===== config.mk =====
export PLATFORM = sky130hd
export DESIGN_NAME = time_counter
export DESIGN_NICKNAME = d
export VERILOG_FILES = /design/src/rtl/clock24_pkg.sv /design/src/rtl/bcd_mod_counter.sv /design/src/rtl/time_counter.sv
export SDC_FILE = /design/constraint.sdc
export NUM_CORES = 1
export LEC_CHECK = 0
export CORE_ASPECT_RATIO = 0.6
export CORE_MARGIN = 2
export CORE_UTILIZATION = 30
export CTS_CLUSTER_DIAMETER = 50
export DETAILED_ROUTE_END_ITERATION = 10
export PLACE_DENSITY = 0.59
export SYNTH_ARGS = -nofsm -noshare
export SYNTH_HDL_FRONTEND = slang
export SYNTH_HIERARCHICAL = 1
export SYNTH_SLANG_ARGS = --single-unit

===== constraint.sdc =====
create_clock -name CLK -period 2.75 [get_ports CLK]
set_input_delay 0.4125 -clock CLK [delete_from_list [all_inputs] [get_ports CLK]]
set_output_delay 0.4125 -clock CLK [all_outputs]
set_load 0.05 [all_outputs]

===== src/rtl/clock24_pkg.sv =====
// ---------------------------------------------------------------------------
// clock24_pkg
// Shared definitions for the 24-hour time-of-day counter.
//   bcd2_t    : two-digit packed BCD value, tens in [7:4], units in [3:0]
//   SEC_MAX   : last valid seconds value (59)
//   MIN_MAX   : last valid minutes value (59)
//   HOUR_MAX  : last valid hours value (23)
//   bcd_next  : next value of a two-digit BCD counter that wraps at a maximum
// ---------------------------------------------------------------------------
package clock24_pkg;

  typedef logic [7:0] bcd2_t;

  localparam bcd2_t SEC_MAX  = 8'h59;
  localparam bcd2_t MIN_MAX  = 8'h59;
  localparam bcd2_t HOUR_MAX = 8'h23;

  // For valid BCD, the digit ordering matches the binary ordering, so a
  // plain magnitude compare against the maximum finds the wrap point.
  // Any corrupted value (digit above 9 or past the maximum) falls back to 00
  // so the counter always recovers on its next update.
  function automatic bcd2_t bcd_next(input bcd2_t v, input bcd2_t max);
    bcd2_t n;
    if ((v >= max) || (v[3:0] > 4'd9) || (v[7:4] > 4'd9)) begin
      n = '0;
    end else if (v[3:0] == 4'd9) begin
      n = {v[7:4] + 4'd1, 4'd0};
    end else begin
      n = {v[7:4], v[3:0] + 4'd1};
    end
    return n;
  endfunction

endpackage


===== src/rtl/bcd_mod_counter.sv =====
// ---------------------------------------------------------------------------
// bcd_mod_counter
// Two-digit BCD counter that counts 00..MAX and wraps to 00.
// Ports:
//   CLK    : clock, rising edge
//   RST_N  : synchronous active-low reset, clears the count
//   inc    : manual increment pulse (adjust button), never produces a carry
//   clr    : clear to 00, wins over inc and cin, never produces a carry
//   cin    : carry from the next lower stage
//   cout   : combinational carry to the next higher stage, so the higher
//            stage updates on the same edge as this one
//   value  : registered count
// ---------------------------------------------------------------------------
module bcd_mod_counter
  import clock24_pkg::*;
#(
  parameter bcd2_t MAX = 8'h59
) (
  input  logic  CLK,
  input  logic  RST_N,
  input  logic  inc,
  input  logic  clr,
  input  logic  cin,
  output logic  cout,
  output bcd2_t value
);

  logic step;

  // A manual increment and a carry arriving together advance the count by
  // one only: the manual pulse absorbs the carry.
  assign step = inc | cin;

  // Only a genuine carry-driven rollover propagates upward; a manual
  // increment through the maximum or a clear stays local to this stage.
  assign cout = cin & ~inc & ~clr & (value == MAX);

  always_ff @(posedge CLK) begin
    if (!RST_N) begin
      value <= '0;
    end else if (clr) begin
      value <= '0;
    end else if (step) begin
      value <= bcd_next(value, MAX);
    end
  end

endmodule


===== src/rtl/time_counter.sv =====
// ---------------------------------------------------------------------------
// time_counter
// 24-hour time-of-day counter (HH:MM:SS in BCD) driven by a prescaled clock.
// CLK_HZ must be a multiple of 4 and at least 4.
// Ports:
//   CLK      : clock, all state updates on the rising edge
//   RST_N    : synchronous active-low reset, overrides every other input
//   SECCLR   : clears seconds and restarts the current second
//   MININC   : increments minutes (wraps 59 -> 00, no hour carry)
//   HOURINC  : increments hours (wraps 23 -> 00, no day carry)
//   SEC      : seconds, BCD 00-59
//   MIN      : minutes, BCD 00-59
//   HOUR     : hours, BCD 00-23
//   SIG2HZ   : 2 Hz square wave, 50% duty
//   TICK1HZ  : one-cycle pulse per second
//   DAYCARRY : one-cycle pulse when the time rolls 23:59:59 -> 00:00:00
// ---------------------------------------------------------------------------
module time_counter
  import clock24_pkg::*;
#(
  parameter int unsigned CLK_HZ = 50_000_000
) (
  input  logic       CLK,
  input  logic       RST_N,
  input  logic       SECCLR,
  input  logic       MININC,
  input  logic       HOURINC,
  output logic [7:0] SEC,
  output logic [7:0] MIN,
  output logic [7:0] HOUR,
  output logic       SIG2HZ,
  output logic       TICK1HZ,
  output logic       DAYCARRY
);

  localparam int unsigned CW = (CLK_HZ > 1) ? $clog2(CLK_HZ) : 1;

  // Prescaler values at which the 2 Hz wave toggles (every quarter second).
  localparam logic [CW-1:0] Q1   = CW'(CLK_HZ / 4 - 1);
  localparam logic [CW-1:0] Q2   = CW'(CLK_HZ / 2 - 1);
  localparam logic [CW-1:0] Q3   = CW'(3 * (CLK_HZ / 4) - 1);
  localparam logic [CW-1:0] LAST = CW'(CLK_HZ - 1);

  logic [CW-1:0] presc;
  logic          wrap;
  logic          secCarry;
  logic          minCarry;
  logic          hourCarry;

  assign wrap = (presc == LAST);

  // Prescaler, 2 Hz wave and the registered pulse outputs. A seconds clear
  // restarts the prescaler so the next tick is a full second away, and a
  // clear landing on the wrap cycle swallows that tick entirely.
  always_ff @(posedge CLK) begin
    if (!RST_N) begin
      presc    <= '0;
      SIG2HZ   <= 1'b0;
      TICK1HZ  <= 1'b0;
      DAYCARRY <= 1'b0;
    end else begin
      if (SECCLR || wrap) begin
        presc <= '0;
      end else begin
        presc <= presc + 1'b1;
      end
      if ((presc == Q1) || (presc == Q2) || (presc == Q3) || (presc == LAST)) begin
        SIG2HZ <= ~SIG2HZ;
      end
      TICK1HZ  <= wrap & ~SECCLR;
      DAYCARRY <= hourCarry;
    end
  end

  // Seconds advance only on the prescaler wrap; the clear input inside the
  // counter already blocks both the increment and the minute carry.
  bcd_mod_counter #(.MAX(SEC_MAX)) u_sec (
    .CLK   (CLK),
    .RST_N (RST_N),
    .inc   (1'b0),
    .clr   (SECCLR),
    .cin   (wrap),
    .cout  (secCarry),
    .value (SEC)
  );

  bcd_mod_counter #(.MAX(MIN_MAX)) u_min (
    .CLK   (CLK),
    .RST_N (RST_N),
    .inc   (MININC),
    .clr   (1'b0),
    .cin   (secCarry),
    .cout  (minCarry),
    .value (MIN)
  );

  bcd_mod_counter #(.MAX(HOUR_MAX)) u_hour (
    .CLK   (CLK),
    .RST_N (RST_N),
    .inc   (HOURINC),
    .clr   (1'b0),
    .cin   (minCarry),
    .cout  (hourCarry),
    .value (HOUR)
  );

endmodule


==> results.toml <==
[global_routing]
grt_overflow = 0
grt_max_degree = 27
grt_pass1_vias = 2125
antenna_found_initial = 0
grtUsageTotal_pct = 13.0
grt_pass1_wl_um = 10700

[drt]
via_count = 2461
wl_um = 6510
first_iter_violations = 192
post_drt_wl_per_cell_um = 12.9
ant_nets = 0
dr.pass1.iters = 4
routed_via_density = 4.87
drc = 0

[power_and_ir_drop]
vdd_ir_drop_max_v = 0.000211
cellPowerDensity_nw_per_um2 = 418
power.leakage_nw = 1.23
finalPower_mw = 1.46

[clocking]
cts_buffers = 5
clkTransAtPathRegs_ps = 70
cts-root-buf = "clkbuf_16"
cts_num_sinks = 53
clock_path_buffers = 2
ctsResizeCount = 0
postCtsHoldBufs = 0
postCtsSetupBuffers = 0
cts_max_level = 2
clock_latency_ps = 290
cts_tree = "yes"

[synthesis]
yosysUniqueCellTypes = 48
syn-instance-count = 331
synth_area_per_cell_sq_um = 8.65
ys_seq_elements = 53
synth_area_sq_um = 2860
async_flop_share_pct = 0
yosys_warnings = 6
synth-main-ff-cell = "dfxtp_1"
synth-edff-count = 0
synth-seq-area-share_pct = 37.0

[sta]
hold_ws_ps = 474
hold_viol = 0
setup_viol = 0
tightest_slew_ps = 909
period_share_pct = 88.2
finalSetupTns_ps = 0
post-route-min-period_ps = 2430
slew_violations = 0
finClkSkew_ps = 4.17
fmax_mhz = 412
rsz0062_at_grt = "no"
maxSlewHeadroom_pct = 39.4

[floorplan]
die_y_um = 79.7
fp.dieArea_sq_um = 10400
io-pin-count = 32
die-width_um = 130
fp-row-count = 27
core_sq_um = 9220
start_util_pct = 31.1

[critical_path]
cp_cell_sequence = "ha_1 > inv_1 > nor2_1 > nand4_1 > inv_1 > nand3_1 > nor2_1 > nand3_1 > nor2_1 > or2_2 > nand4_1 > xnor2_1 > and2_1"
required_ps = 2940
endpoint_kind = "register"
timing.critical_path.max_delay_family = "simple AND/OR/NAND/NOR gates"
cp_slowest_stage_delay_ps = 370
cp_max_fo = 6
worst-path-buf-inv = 2
cp-start-kind = "register"
regToRegStartpoint = "presc[0]$_SDFF_PP0_"
slowest_stage = "dfxtp_1"
cp_data_arrival_time_ps = 2620
cp-startpoint = "presc[0]$_SDFF_PP0_"
cpMostUsedCell = "nor2_1"
worstSetupPathType = "reg -> reg"

[layout]
syn_to_final_growth_pct = 22.2
final_util_pct = 38.0
final_cell_count_no_fill = 505
fin_nets = 389
final_cell_mix = "dfxtp_1 (53), nor2_1 (48), clkdlybuf4s50_1 (31), nand3_1 (29), nand2_1 (22)"
antenna_cells = 0
drive_above_1_share_pct = 9.33
final_common_cell = "dfxtp_1"

[placed_design]
io_buffers = 31
gp_routability_congestion = 0.835
dp.cells = 497
dp_hpwl_um = 4940

[hold_path]
hp-class = "reg -> reg"
worstHoldStart = "presc[0]$_SDFF_PP0_"

[run_status]
status = "completed"

[flow_run]
cap_violations = 0
## sequential cells by signal, indices dropped and copies added, names as in the netlist
| name | cells |
|---|---|
| u_min/value | 8 |
| u_hour/value | 8 |
| u_sec/value | 8 |
| presc | 26 |
| SIG2HZ | 1 |
| TICK1HZ | 1 |
| DAYCARRY | 1 |
## cell usage after synthesis (2+ instances only)
library cell	instances	area [sq um]
nor2_1	48	180
o21a_1	4	30.0
nor4_1	4	25.0
xnor2_1	12	105
a21oi_1	5	25.0
nand2_1	22	82.6
nand3_1	29	145
nor4_4	2	42.5
inv_1	12	45.0
o211ai_1	2	15.0
or2_2	2	12.5
o22ai_1	4	25.0
a211oi_4	2	40.0
and3b_1	2	17.5
a21oi_2	3	26.3
nor4b_1	2	17.5
buf_6	3	33.8
a21boi_0	2	15.0
nand4_1	19	119
buf_2	3	15.0
ha_1	10	125
and2_1	4	25.0
nor3b_2	2	25.0
nand4b_1	3	26.3
nand2b_1	3	18.8
xor2_1	18	158
nor3_1	13	65.1
and4_1	7	61.3
and3_1	9	56.3
o21ai_0	5	25.0
nor2b_1	4	25.0
buf_1	2	7.51
dfxtp_1	53	1060
nand3b_1	2	15.0
## cells by family after synthesis
logic type,share of synthesized area (%)
compound gates,9.22
fa+ha+maj,4.37
other cells,0.131
buf+inv,3.71
simple gates,36.3
flops,37.0
xor+xnor,9.17
## final timing paths
path                                   to  slack [ps]  cells past startpoint
min reg2reg           presc[0]$_SDFF_PP0_         470                      1
min                   presc[0]$_SDFF_PP0_         470                      1
max reg2reg  u_hour/value[3]$_SDFFE_PP0P_         320                     13
max          u_hour/value[3]$_SDFFE_PP0P_         320                     13
## metal layers
metal  GRT usage (%)  routed length, um  vias to the layer above
li1                -                  -                     1248
met1            20.7               3580                     1147
met2            16.6               2500                       59
met3            2.61                350                        7
met4            4.30                 81                        0
met5               0                  0                        -
## cell type report
type / instances / area [sq um]
fill: 933 / 5720
clock inverter: 3 / 17.5
sequential: 53 / 1060
multi-input combinational: 263 / 1720
inverter: 12 / 45.0
timing repair buffer: 39 / 370
tap: 130 / 163
clock buffer: 5 / 125
## power by group
group	leakage [nW]	total, mW	internal (mW)	switching (mW)
Sequential	0.428	0.778	0.771	0.00714
Combinational	0.728	0.0655	0.0231	0.0424
Clock	0.0696	0.619	0.334	0.285
Total	1.23	1.46	1.13	0.334
## stage by stage
step	area (sq um)	worst slack (ps)
final	3500	325
after global routing	3500	85.6
after CTS	3500	306
after detailed placement	3360	312
after global placement	3360	424
after floorplan	2890	508
(Power assumes the default switching activity.)
